## src/rtl/motor_speed_sched_pkg.sv

```systemverilog
// Shared encodings and helpers for the motor speed sequencer.
// Holds the FSM state codes, the duty width and the duty step rule.
package motor_speed_sched_pkg;

    localparam int DUTY_W = 4;
    localparam logic [DUTY_W-1:0] DUTY_MAX = 4'd15;
    localparam logic [DUTY_W-1:0] DUTY_MIN = 4'd0;

    typedef logic [2:0] state_t;

    localparam state_t ST_OFF     = 3'd0;
    localparam state_t ST_RAMP    = 3'd1;
    localparam state_t ST_NOTIFY  = 3'd2;
    localparam state_t ST_RELEASE = 3'd3;
    localparam state_t ST_RUN     = 3'd4;

    // One duty step toward the target, clamped to the 0..DUTY_MAX range.
    function automatic logic [DUTY_W-1:0] step_toward(input logic [DUTY_W-1:0] cur,
                                                      input logic [DUTY_W-1:0] tgt);
        logic [DUTY_W-1:0] res;
        if ((cur < tgt) && (cur != DUTY_MAX)) begin
            res = cur + 4'd1;
        end else if ((cur > tgt) && (cur != DUTY_MIN)) begin
            res = cur - 4'd1;
        end else begin
            res = cur;
        end
        return res;
    endfunction

endpackage

```

## src/rtl/motor_speed_sched_adc_stable_filter.sv

```systemverilog
// Debounces strobed ADC codes: a code becomes the target only after
// STABLE_SAMPLES consecutive equal strobed samples.
module adc_stable_filter
    import motor_speed_sched_pkg::*;
#(
    parameter int STABLE_SAMPLES = 3
) (
    input  logic              clk_i,
    input  logic              rst_n_i,
    input  logic              strobe_i,
    input  logic [DUTY_W-1:0] code_i,
    output logic [DUTY_W-1:0] target_o
);

    localparam int CNT_W = $clog2(STABLE_SAMPLES + 1);
    localparam logic [CNT_W-1:0] CNT_SAT = CNT_W'(STABLE_SAMPLES);

    logic [DUTY_W-1:0] cand_q, cand_d;
    logic [DUTY_W-1:0] target_q, target_d;
    logic [CNT_W-1:0]  cnt_q, cnt_d;

    // Candidate/count update on strobes; target copies candidate once saturated.
    always_comb begin
        cand_d   = cand_q;
        cnt_d    = cnt_q;
        target_d = target_q;
        if (strobe_i) begin
            if (code_i == cand_q) begin
                if (cnt_q != CNT_SAT) begin
                    cnt_d = cnt_q + CNT_W'(1);
                end else begin
                    cnt_d = cnt_q;
                end
            end else begin
                cand_d = code_i;
                cnt_d  = CNT_W'(1);
            end
        end else begin
            cnt_d = cnt_q;
        end
        if (cnt_q == CNT_SAT) begin
            target_d = cand_q;
        end else begin
            target_d = target_q;
        end
    end

    // Filter state registers.
    always_ff @(posedge clk_i or negedge rst_n_i) begin
        if (!rst_n_i) begin
            cand_q   <= 4'd0;
            cnt_q    <= {CNT_W{1'b0}};
            target_q <= 4'd0;
        end else begin
            cand_q   <= cand_d;
            cnt_q    <= cnt_d;
            target_q <= target_d;
        end
    end

    assign target_o = target_q;

endmodule

```

## src/rtl/motor_speed_sched.sv

```systemverilog
// Motor speed sequencer: debounced ADC target, tick-paced duty ramp and
// a four-phase req/ack notification to the LCD writer after each settle.
module motor_speed_sched
    import motor_speed_sched_pkg::*;
#(
    parameter int TICK_DIV       = 1_000_000,
    parameter int STABLE_SAMPLES = 3,
    parameter int LCD_TIMEOUT    = 2_000_000
) (
    input  logic              clock_100Mhz,
    input  logic              reset,
    input  logic [DUTY_W-1:0] adc_code,
    input  logic              sample_strobe,
    input  logic              activate,
    output logic [DUTY_W-1:0] duty_level,
    output logic              motor_en,
    output logic              lcd_req,
    output logic [DUTY_W-1:0] lcd_code,
    input  logic              lcd_ack,
    output logic              lcd_fault,
    output logic              busy
);

    localparam int TICK_W = (TICK_DIV > 1) ? $clog2(TICK_DIV) : 1;
    localparam int TO_W   = $clog2(LCD_TIMEOUT + 1);

    logic [1:0]        sync_q;
    logic [TICK_W-1:0] tick_cnt_q, tick_cnt_d;
    logic [TO_W-1:0]   to_cnt_q, to_cnt_d;
    state_t            state_q, state_d;
    logic [DUTY_W-1:0] duty_q, duty_d;
    logic [DUTY_W-1:0] code_q, code_d;
    logic              fault_q, fault_d;
    logic              en_q, en_d, req_q, req_d, busy_q, busy_d;
    logic              activate_s, tick_s, to_expired_s;
    logic [DUTY_W-1:0] target_s, eff_target_s, duty_step_s;

    adc_stable_filter #(
        .STABLE_SAMPLES(STABLE_SAMPLES)
    ) u_filter (
        .clk_i   (clock_100Mhz),
        .rst_n_i (reset),
        .strobe_i(sample_strobe),
        .code_i  (adc_code),
        .target_o(target_s)
    );

    assign activate_s   = sync_q[1];
    assign eff_target_s = activate_s ? target_s : 4'd0;
    assign tick_s       = (tick_cnt_q == TICK_W'(TICK_DIV - 1));
    assign to_expired_s = (to_cnt_q == TO_W'(LCD_TIMEOUT - 1));
    assign duty_step_s  = tick_s ? step_toward(duty_q, eff_target_s) : duty_q;

    // Free-running ramp tick divider and handshake timeout counter.
    always_comb begin
        tick_cnt_d = tick_s ? {TICK_W{1'b0}} : (tick_cnt_q + TICK_W'(1));
        if (state_d != state_q) begin
            to_cnt_d = {TO_W{1'b0}};
        end else if ((state_q == ST_NOTIFY) || (state_q == ST_RELEASE)) begin
            to_cnt_d = to_cnt_q + TO_W'(1);
        end else begin
            to_cnt_d = {TO_W{1'b0}};
        end
    end

    // Next-state logic, including duty stepping and fault capture.
    always_comb begin
        state_d = state_q;
        duty_d  = duty_q;
        code_d  = code_q;
        fault_d = fault_q;
        case (state_q)
            ST_OFF: begin
                if (activate_s) state_d = ST_RAMP;
                else            state_d = ST_OFF;
            end
            ST_RAMP: begin
                duty_d = duty_step_s;
                if (duty_step_s == eff_target_s) begin
                    state_d = ST_NOTIFY;
                    code_d  = duty_step_s;
                end else begin
                    state_d = ST_RAMP;
                end
            end
            ST_NOTIFY: begin
                if (lcd_ack) begin
                    state_d = ST_RELEASE;
                end else if (to_expired_s) begin
                    state_d = ST_RELEASE;
                    fault_d = 1'b1;
                end else begin
                    state_d = ST_NOTIFY;
                end
            end
            ST_RELEASE: begin
                if (!lcd_ack || to_expired_s) begin
                    fault_d = fault_q | lcd_ack;
                    if (!activate_s && (duty_q == 4'd0)) state_d = ST_OFF;
                    else                                 state_d = ST_RUN;
                end else begin
                    state_d = ST_RELEASE;
                end
            end
            ST_RUN: begin
                if (eff_target_s != duty_q) state_d = ST_RAMP;
                else                        state_d = ST_RUN;
            end
            default: begin
                state_d = ST_OFF;
            end
        endcase
    end

    // Output decode from the next state so every output leaves a flop.
    always_comb begin
        en_d   = 1'b1;
        req_d  = 1'b0;
        busy_d = 1'b0;
        case (state_d)
            ST_OFF:     en_d = 1'b0;
            ST_RAMP:    busy_d = 1'b1;
            ST_NOTIFY:  begin req_d = 1'b1; busy_d = 1'b1; end
            ST_RELEASE: busy_d = 1'b1;
            ST_RUN:     busy_d = 1'b0;
            default:    en_d = 1'b0;
        endcase
    end

    // State and output registers.
    always_ff @(posedge clock_100Mhz or negedge reset) begin
        if (!reset) begin
            sync_q     <= 2'b00;
            tick_cnt_q <= {TICK_W{1'b0}};
            to_cnt_q   <= {TO_W{1'b0}};
            state_q    <= ST_OFF;
            duty_q     <= 4'd0;
            code_q     <= 4'd0;
            fault_q    <= 1'b0;
            en_q       <= 1'b0;
            req_q      <= 1'b0;
            busy_q     <= 1'b0;
        end else begin
            sync_q     <= {sync_q[0], activate};
            tick_cnt_q <= tick_cnt_d;
            to_cnt_q   <= to_cnt_d;
            state_q    <= state_d;
            duty_q     <= duty_d;
            code_q     <= code_d;
            fault_q    <= fault_d;
            en_q       <= en_d;
            req_q      <= req_d;
            busy_q     <= busy_d;
        end
    end

    assign duty_level = duty_q;
    assign motor_en   = en_q;
    assign lcd_req    = req_q;
    assign lcd_code   = code_q;
    assign lcd_fault  = fault_q;
    assign busy       = busy_q;

endmodule

```

## config.mk

```make
export PLATFORM = sky130hd
export DESIGN_NAME = motor_speed_sched
export DESIGN_NICKNAME = d
export VERILOG_FILES = /design/src/rtl/motor_speed_sched_pkg.sv /design/src/rtl/motor_speed_sched_adc_stable_filter.sv /design/src/rtl/motor_speed_sched.sv
export SDC_FILE = /design/constraint.sdc
export NUM_CORES = 1
export LEC_CHECK = 0
export ABC_AREA = 1
export BUFFER_PORTS_ARGS = -buffer_cell sky130_fd_sc_hd__buf_4
export CAP_MARGIN = 20
export CORE_MARGIN = 1.5
export CORE_UTILIZATION = 57
export CTS_BUF_LIST = sky130_fd_sc_hd__clkbuf_4 sky130_fd_sc_hd__clkbuf_8
export CTS_CLUSTER_DIAMETER = 150
export CTS_CLUSTER_SIZE = 12
export DETAILED_ROUTE_END_ITERATION = 10
export GPL_TIMING_DRIVEN = 1
export PLACE_DENSITY_LB_ADDON = 0.2
export RECOVER_POWER = 25
export SLEW_MARGIN = 20
export SYNTH_ARGS = -nofsm -noshare
export SYNTH_HDL_FRONTEND = slang
export SYNTH_HIERARCHICAL = 1
export SYNTH_SLANG_ARGS = --single-unit
```

## constraint.sdc

```tcl
create_clock -name clock_100Mhz -period 2.61 [get_ports clock_100Mhz]
set_input_delay 0.522 -clock clock_100Mhz [delete_from_list [all_inputs] [get_ports clock_100Mhz]]
set_output_delay 0.522 -clock clock_100Mhz [all_outputs]
set_load 0.05 [all_outputs]
```

# Yosys cells after proc, flatten, opt, wreduce, memory -nomap -nowiden
# Cells that the tools add are included.
# Widths: inputs -> output; s select.
# totals
input_bits	9
mem_count	0
romBits	0
ramBits	0
latchBits	0
out_inout_bits	12
word_cells	84
ff_bits	68
# op_classes
mul	0
eq_ne	21
add_sub_neg	5
n_mux	24
reduce_logical	17
n_bitwise	2
shifts	0
magnitude_cmp	2
div	0
# op_table
op	n
$mux 21	2
$add 21x1->21 const B	1
$eq 21x21->1 const B	1
$add 20x1->20 const B	1
$eq 20x20->1 const B	1
$mux 20	1
$mux 4	4
$pmux 3 s5	1
$eq 3x2->1 const B	4
$mux 1	9
$mux 3	3
$eq 4x4->1	2
$ne 2x2->1 const B	4
$eq 3x1->1 const B	2
$eq 3x3->1 const B	2
$mux 2	3
$reduce_and 2->1	3
$add 4x1->4 const B	1
$gt 4x4->1	1
$logic_not 4->1	1
$lt 4x4->1	1
$ne 4x4->1	1
$ne 4x4->1 const B	1
$reduce_and 4->1	1
other kinds (16)	20

# Logic depth before layout (Yosys ltp)
# logic_depth
ltp_word	12
ltp_mapped	24

# Hierarchy
# The synthesis kept the hierarchy.
# by_module_without_submodules
mod	area_each_um2	cells_each	instances
motor_speed_sched	3357.0	433	1
adc_stable_filter	498.0	64	1

# Least setup slack after synthesis
# No wires, ideal clock.
# synth_timing
path_kind	reg2reg
from	register duty_q[0], in the netlist duty_level[0]
to	register to_cnt_q[13]
path_slack_ns	-0.143
path_stages_with_launch	22
required_time_ns	2.487
t_arrival_ns	2.630
setup_time_ns	0.123
period_less_slack_ns	2.753
path_cell_list	dfrtp_1 -> inv_1 -> ha_1 -> inv_1 -> nand2_1 -> nand2_1 -> nand2_1 -> nand2_1 -> nand3_1 -> nand2_1 -> nand2_1 -> nand2_1 -> nand2_1 -> nand2_1 -> nand2_1 -> nor2_1 -> nand3_2 -> nor2_4 -> o21ai_0 -> nand2_2 -> buf_6 -> nor2_2
# synth_between
elab_chain_len	10
# synth_lines
item	line_no	source
start: declaration	motor_speed_sched.sv:31	logic [DUTY_W-1:0] duty_q, duty_d;
start signal: assignment	motor_speed_sched.sv:148	duty_q <= duty_d;
$gt 4x4->1 / $reduce_bool 4->1 (equally long branches)	motor_speed_sched_pkg.sv:23	end else if ((cur > tgt) && (cur != DUTY_MIN)) begin
$logic_and 1x1->1	motor_speed_sched_pkg.sv:23	
$mux 4	motor_speed_sched_pkg.sv:23	
$mux 4	motor_speed_sched_pkg.sv:21	if ((cur < tgt) && (cur != DUTY_MAX)) begin
$mux 4	motor_speed_sched.sv:52	assign duty_step_s = tick_s ? step_toward(duty_q, eff_target_s) : duty_q;
$eq 4x4->1	motor_speed_sched.sv:79	if (duty_step_s == eff_target_s) begin
$mux 2	motor_speed_sched.sv:79	
$pmux 3 s5 *	motor_speed_sched.sv:72	case (state_q)
$ne 3x3->1 *	motor_speed_sched.sv:57	if (state_d != state_q) begin
$mux 21 *	motor_speed_sched.sv:57	
net to_cnt_d[13]	motor_speed_sched.sv:29	logic [TO_W-1:0] to_cnt_q, to_cnt_d;
end signal: assignment	motor_speed_sched.sv:135	to_cnt_q <= {TO_W{1'b0}};
end signal: assignment	motor_speed_sched.sv:146	to_cnt_q <= to_cnt_d;
end: declaration	motor_speed_sched.sv:29	
# The timed path passes the listed nets; every way through them passes the cells marked *.
# A chain may end at the register's enable or synchronous reset.

# Final worst setup path
# layout_timing
from	register sync_q[1]
to	register to_cnt_q[19]
# layout_between
elab_chain_len	11
# layout_lines
item	line_no	source
start: declaration	motor_speed_sched.sv:27	logic [1:0] sync_q;
start signal: assignment	motor_speed_sched.sv:144	sync_q <= {sync_q[0], activate};
$mux 4	motor_speed_sched.sv:49	assign eff_target_s = activate_s ? target_s : 4'd0;
$gt 4x4->1	motor_speed_sched_pkg.sv:23	
$logic_and 1x1->1	motor_speed_sched_pkg.sv:23	
$mux 4	motor_speed_sched_pkg.sv:23	
$mux 4	motor_speed_sched_pkg.sv:21	
$mux 4	motor_speed_sched.sv:52	
$eq 4x4->1	motor_speed_sched.sv:79	
$mux 2	motor_speed_sched.sv:79	
$pmux 3 s5 *	motor_speed_sched.sv:72	
net state_d[0]	motor_speed_sched.sv:30	state_t state_q, state_d;
$ne 3x3->1 *	motor_speed_sched.sv:57	
$mux 21 *	motor_speed_sched.sv:57	
net to_cnt_d[19]	motor_speed_sched.sv:29	
# Marks and branches as above.

==> summary.txt <==
Outcome
  • Outcome: complete, but fails checks
  • Violated checks: negative setup slack

Clocking
  • Clock Tree Root: clkbuf_8
  • Num CTS Buffers: 9
  • Num Clock Sinks: 68
  • Clk pin slew, worst setup/hold paths: 0.08 ns
  • Htree depth: 3
  • Worst-Skew Late Latency: 0.34 ns
  • Longest Clk Path Bufs: 2
  • CTS tree: done

Finish
  • Fin util: 0.7422
  • Syn-to-layout area delta: 24.34%
  • Fraction of layout cells with a size suffix above 1: 0.2873
  • Most frequent cells in the layout: 101 x nand2_1, 70 x inv_1, 63 x dfrtp_1, 44 x buf_4, 33 x nand3_1
  • Post-route cell area: ~0.0048 mm²
  • N_diodes: 0
  • Number of nets in the layout: 570
  • Most common cell after layout, fill and taps aside: nand2_1

STA
  • Min Tclk post-route: 2.738 ns
  • Fmax: 365.2 MHz
  • Period utilization: 1.049
  • Hold slack: around 0.31 ns
  • Slew margin rel.: 0.1993
  • Final hold violation count: 0
  • Fin. max-slew vios: 0
  • Final setup margin: -0.1282 ns
  • Count of final setup violators: 21
  • RSZ-0062 raised after global routing: true
  • Slew @ Worst Pin: 1.201 ns
  • Layout Skew: 0.01075 ns

Synth
  • Synth top area share: 0.4414
  • Synth Net Count: 515
  • Synth cell types: 40
  • Yosys reg bits: 68
  • Synth area leader: dfrtp_1
  • Yosys warns: 6
  • Synth area leaders: dfrtp_1 44%, nand2_1 12%, inv_1 7.1%
  • Post-Synthesis Cells: 497
  • Synth Area per Inst: 7.756 µm²
  • Sequential share of the synthesized area: 0.4414
  • Area of the mapped netlist: 0.003855 mm²
  • Asr flop ratio synth: 1.000
  • EDFF count, synth: 0
  • Top FF cell, synth: dfrtp_1

Power
  • Leak Pwr: between 2 and 2.5 nW
  • Power density of the placed cells: 770.6 mW/mm²
  • Maximum VDD drop: approximately 0.65 mV
  • Switching power: 1.418 mW
  • Seq pwr share: 0.330
  • Sw Ratio: 0.3838
  • Pint: 2.276 mW
  • Clock group share of total power: 0.267
  • Total power: 3.694 mW
  • Comb pwr share: 0.402

Setup path
  • Critical path's slowest cell: dfrtp_2
  • CP bufs+invs: 5
  • CP peak stage delay: 0.47 ns
  • Critical Path Start Type: flip-flop
  • Critical path class: flip-flop to flip-flop
  • CP Capture Type: flip-flop
  • Top delay family on crit path: simple AND/OR/NAND/NOR gates
  • Worst path required time: 2.85 ns
  • Critical path arrival: 2.98 ns
  • Maximum fanout along the worst path: 6
  • CP most frequent cell: nand2_2

Die
  • Std cell rows: 29
  • Core Area: 0.006459 mm²
  • Die footprint: 0.007265 mm²
  • Die X-Extent: approximately 85 µm
  • I/O pin count: 21
  • Initial core utilization: 0.5969
  • Die H: 85.24 µm

GRT
  • Vias in the first global route: 3215
  • Met1 Resource Use GR: 0.3244
  • Number of antenna violations at the first check in global routing: 0
  • Met3 usage: 0.03988
  • Total gr overflow: 0
  • Largest net degree at the start of global routing: 48
  • Total GRT Usage: 0.2507
  • Global-route wire length before repair: 14410 µm
  • GRT Max-Usage Layer: met2
  • Grt met2 use: 0.4192

Routing
  • Vias per cell: 5.475
  • Starting DRC count in detailed routing: 222
  • Drc violations: 0
  • WL final: 9046 µm
  • Routed length per placed instance: 14.27 µm
  • DRT Pass-1 Iters: 5
  • Final ANT Viol Nets: 0
  • Routed vias: 3471

Placement
  • Area after DPL: roughly 0.0043 mm²
  • Gpl congestion: 0.9136
  • Port bufs: 20
  • DP HPWL: roughly 5800 µm
  • DP Worst Slack: -0.07460 ns

Min path
  • Hold crit path type: primary input to flip-flop

Run
  • Max Cap Viol: 0
## timing repair
| action | CTS | global route |
|---|---|---|
| setup endpoints to repair | 23 | 26 |
| pin swaps | 5 | 13 |
| cloned | 1 | 0 |
| gates resized for setup | 9 | 48 |
| setup buffers | 4 | 6 |
| hold buffers | 0 | 0 |
## power groups by stage
stage	Clock, mW	Sequential, mW	Combinational [mW]
after CTS	0.997	1.21	1.44
final	0.987	1.22	1.49
after floorplan	0	1.28	0.730
after detailed placement	0	1.23	1.21
after global placement	0	1.22	1.19
after global routing	1.05	1.23	1.61
## metrics by stage
step,instances,setup TNS [ns]
5_1_grt,634,-4.792
4_1_cts,630,0
3_3_place_gp,609,0
2_1_floorplan,497,0
6_report,634,-1.705
3_5_place_dp,609,-1.252
## flip-flops by register name, summed over array words and instances, names as in the netlist
signal             count
busy                   1
lcd_req                1
state_q                3
u_filter/cand_q        4
duty_level             4
sync_q                 2
motor_en               1
lcd_fault              1
u_filter/target_o      4
u_filter/cnt_q         2
to_cnt_q              21
tick_cnt_q            20
lcd_code               4
## cells in the mapped netlist (all sizes together), types with 2 or more instances
library cell / n
xnor2: 5
nand4: 16
ha: 9
buf: 3
nor4: 4
nand3b: 4
xor2: 2
dfrtp: 68
nand2: 131
o31ai: 2
nor3: 17
inv: 75
o21ai: 25
nor2: 60
o22ai: 2
clkbuf: 4
or2: 5
a21oi: 12
nand3: 43
## routing by layer
metal  routed length [µm]  part of all wire  vias up
met3                  352             0.039       27
met2                 4554              0.50       89
met4                  257             0.028        0
li1                     -                 -     1716
met1                 3881              0.43     1639
met5                    0                 0        -
## final timing paths
check | startpoint | end | slack, ns | cells past startpoint
max | sync_q[1]$_DFF_PN0_ | to_cnt_q[19]$_DFF_PN0_ | -0.13 | 25
min in group asynchronous | reset | tick_cnt_q[10]$_DFF_PN0_ | 0.42 | 1
max in group asynchronous | reset | duty_level[1]$_DFFE_PN0N_ | 1.38 | 1
min reg2reg | sync_q[0]$_DFF_PN0_ | sync_q[1]$_DFF_PN0_ | 0.36 | 0
min | activate | sync_q[0]$_DFF_PN0_ | 0.31 | 1
max reg2reg | sync_q[1]$_DFF_PN0_ | to_cnt_q[19]$_DFF_PN0_ | -0.13 | 25
## cells by family after synthesis
group | synth area share
AND/OR/NAND/NOR | 0.3525
buffers and inverters | 0.08568
XOR/XNOR | 0.01590
multiplexers | 0.002597
adder cells (fa/ha/maj) | 0.02921
flip-flops | 0.4414
AO/OA/AOI/OAI | 0.07271
## area by class of cell
class	instances	area, µm²
timing repair buffer	51	432.9
sequential	68	1708
inverter	75	284.0
clock buffer	10	137.6
multi-input combinational	347	2048
fill	481	1665
clock inverter	6	86.33
tap	77	96.34
(Power assumes the default switching activity.)
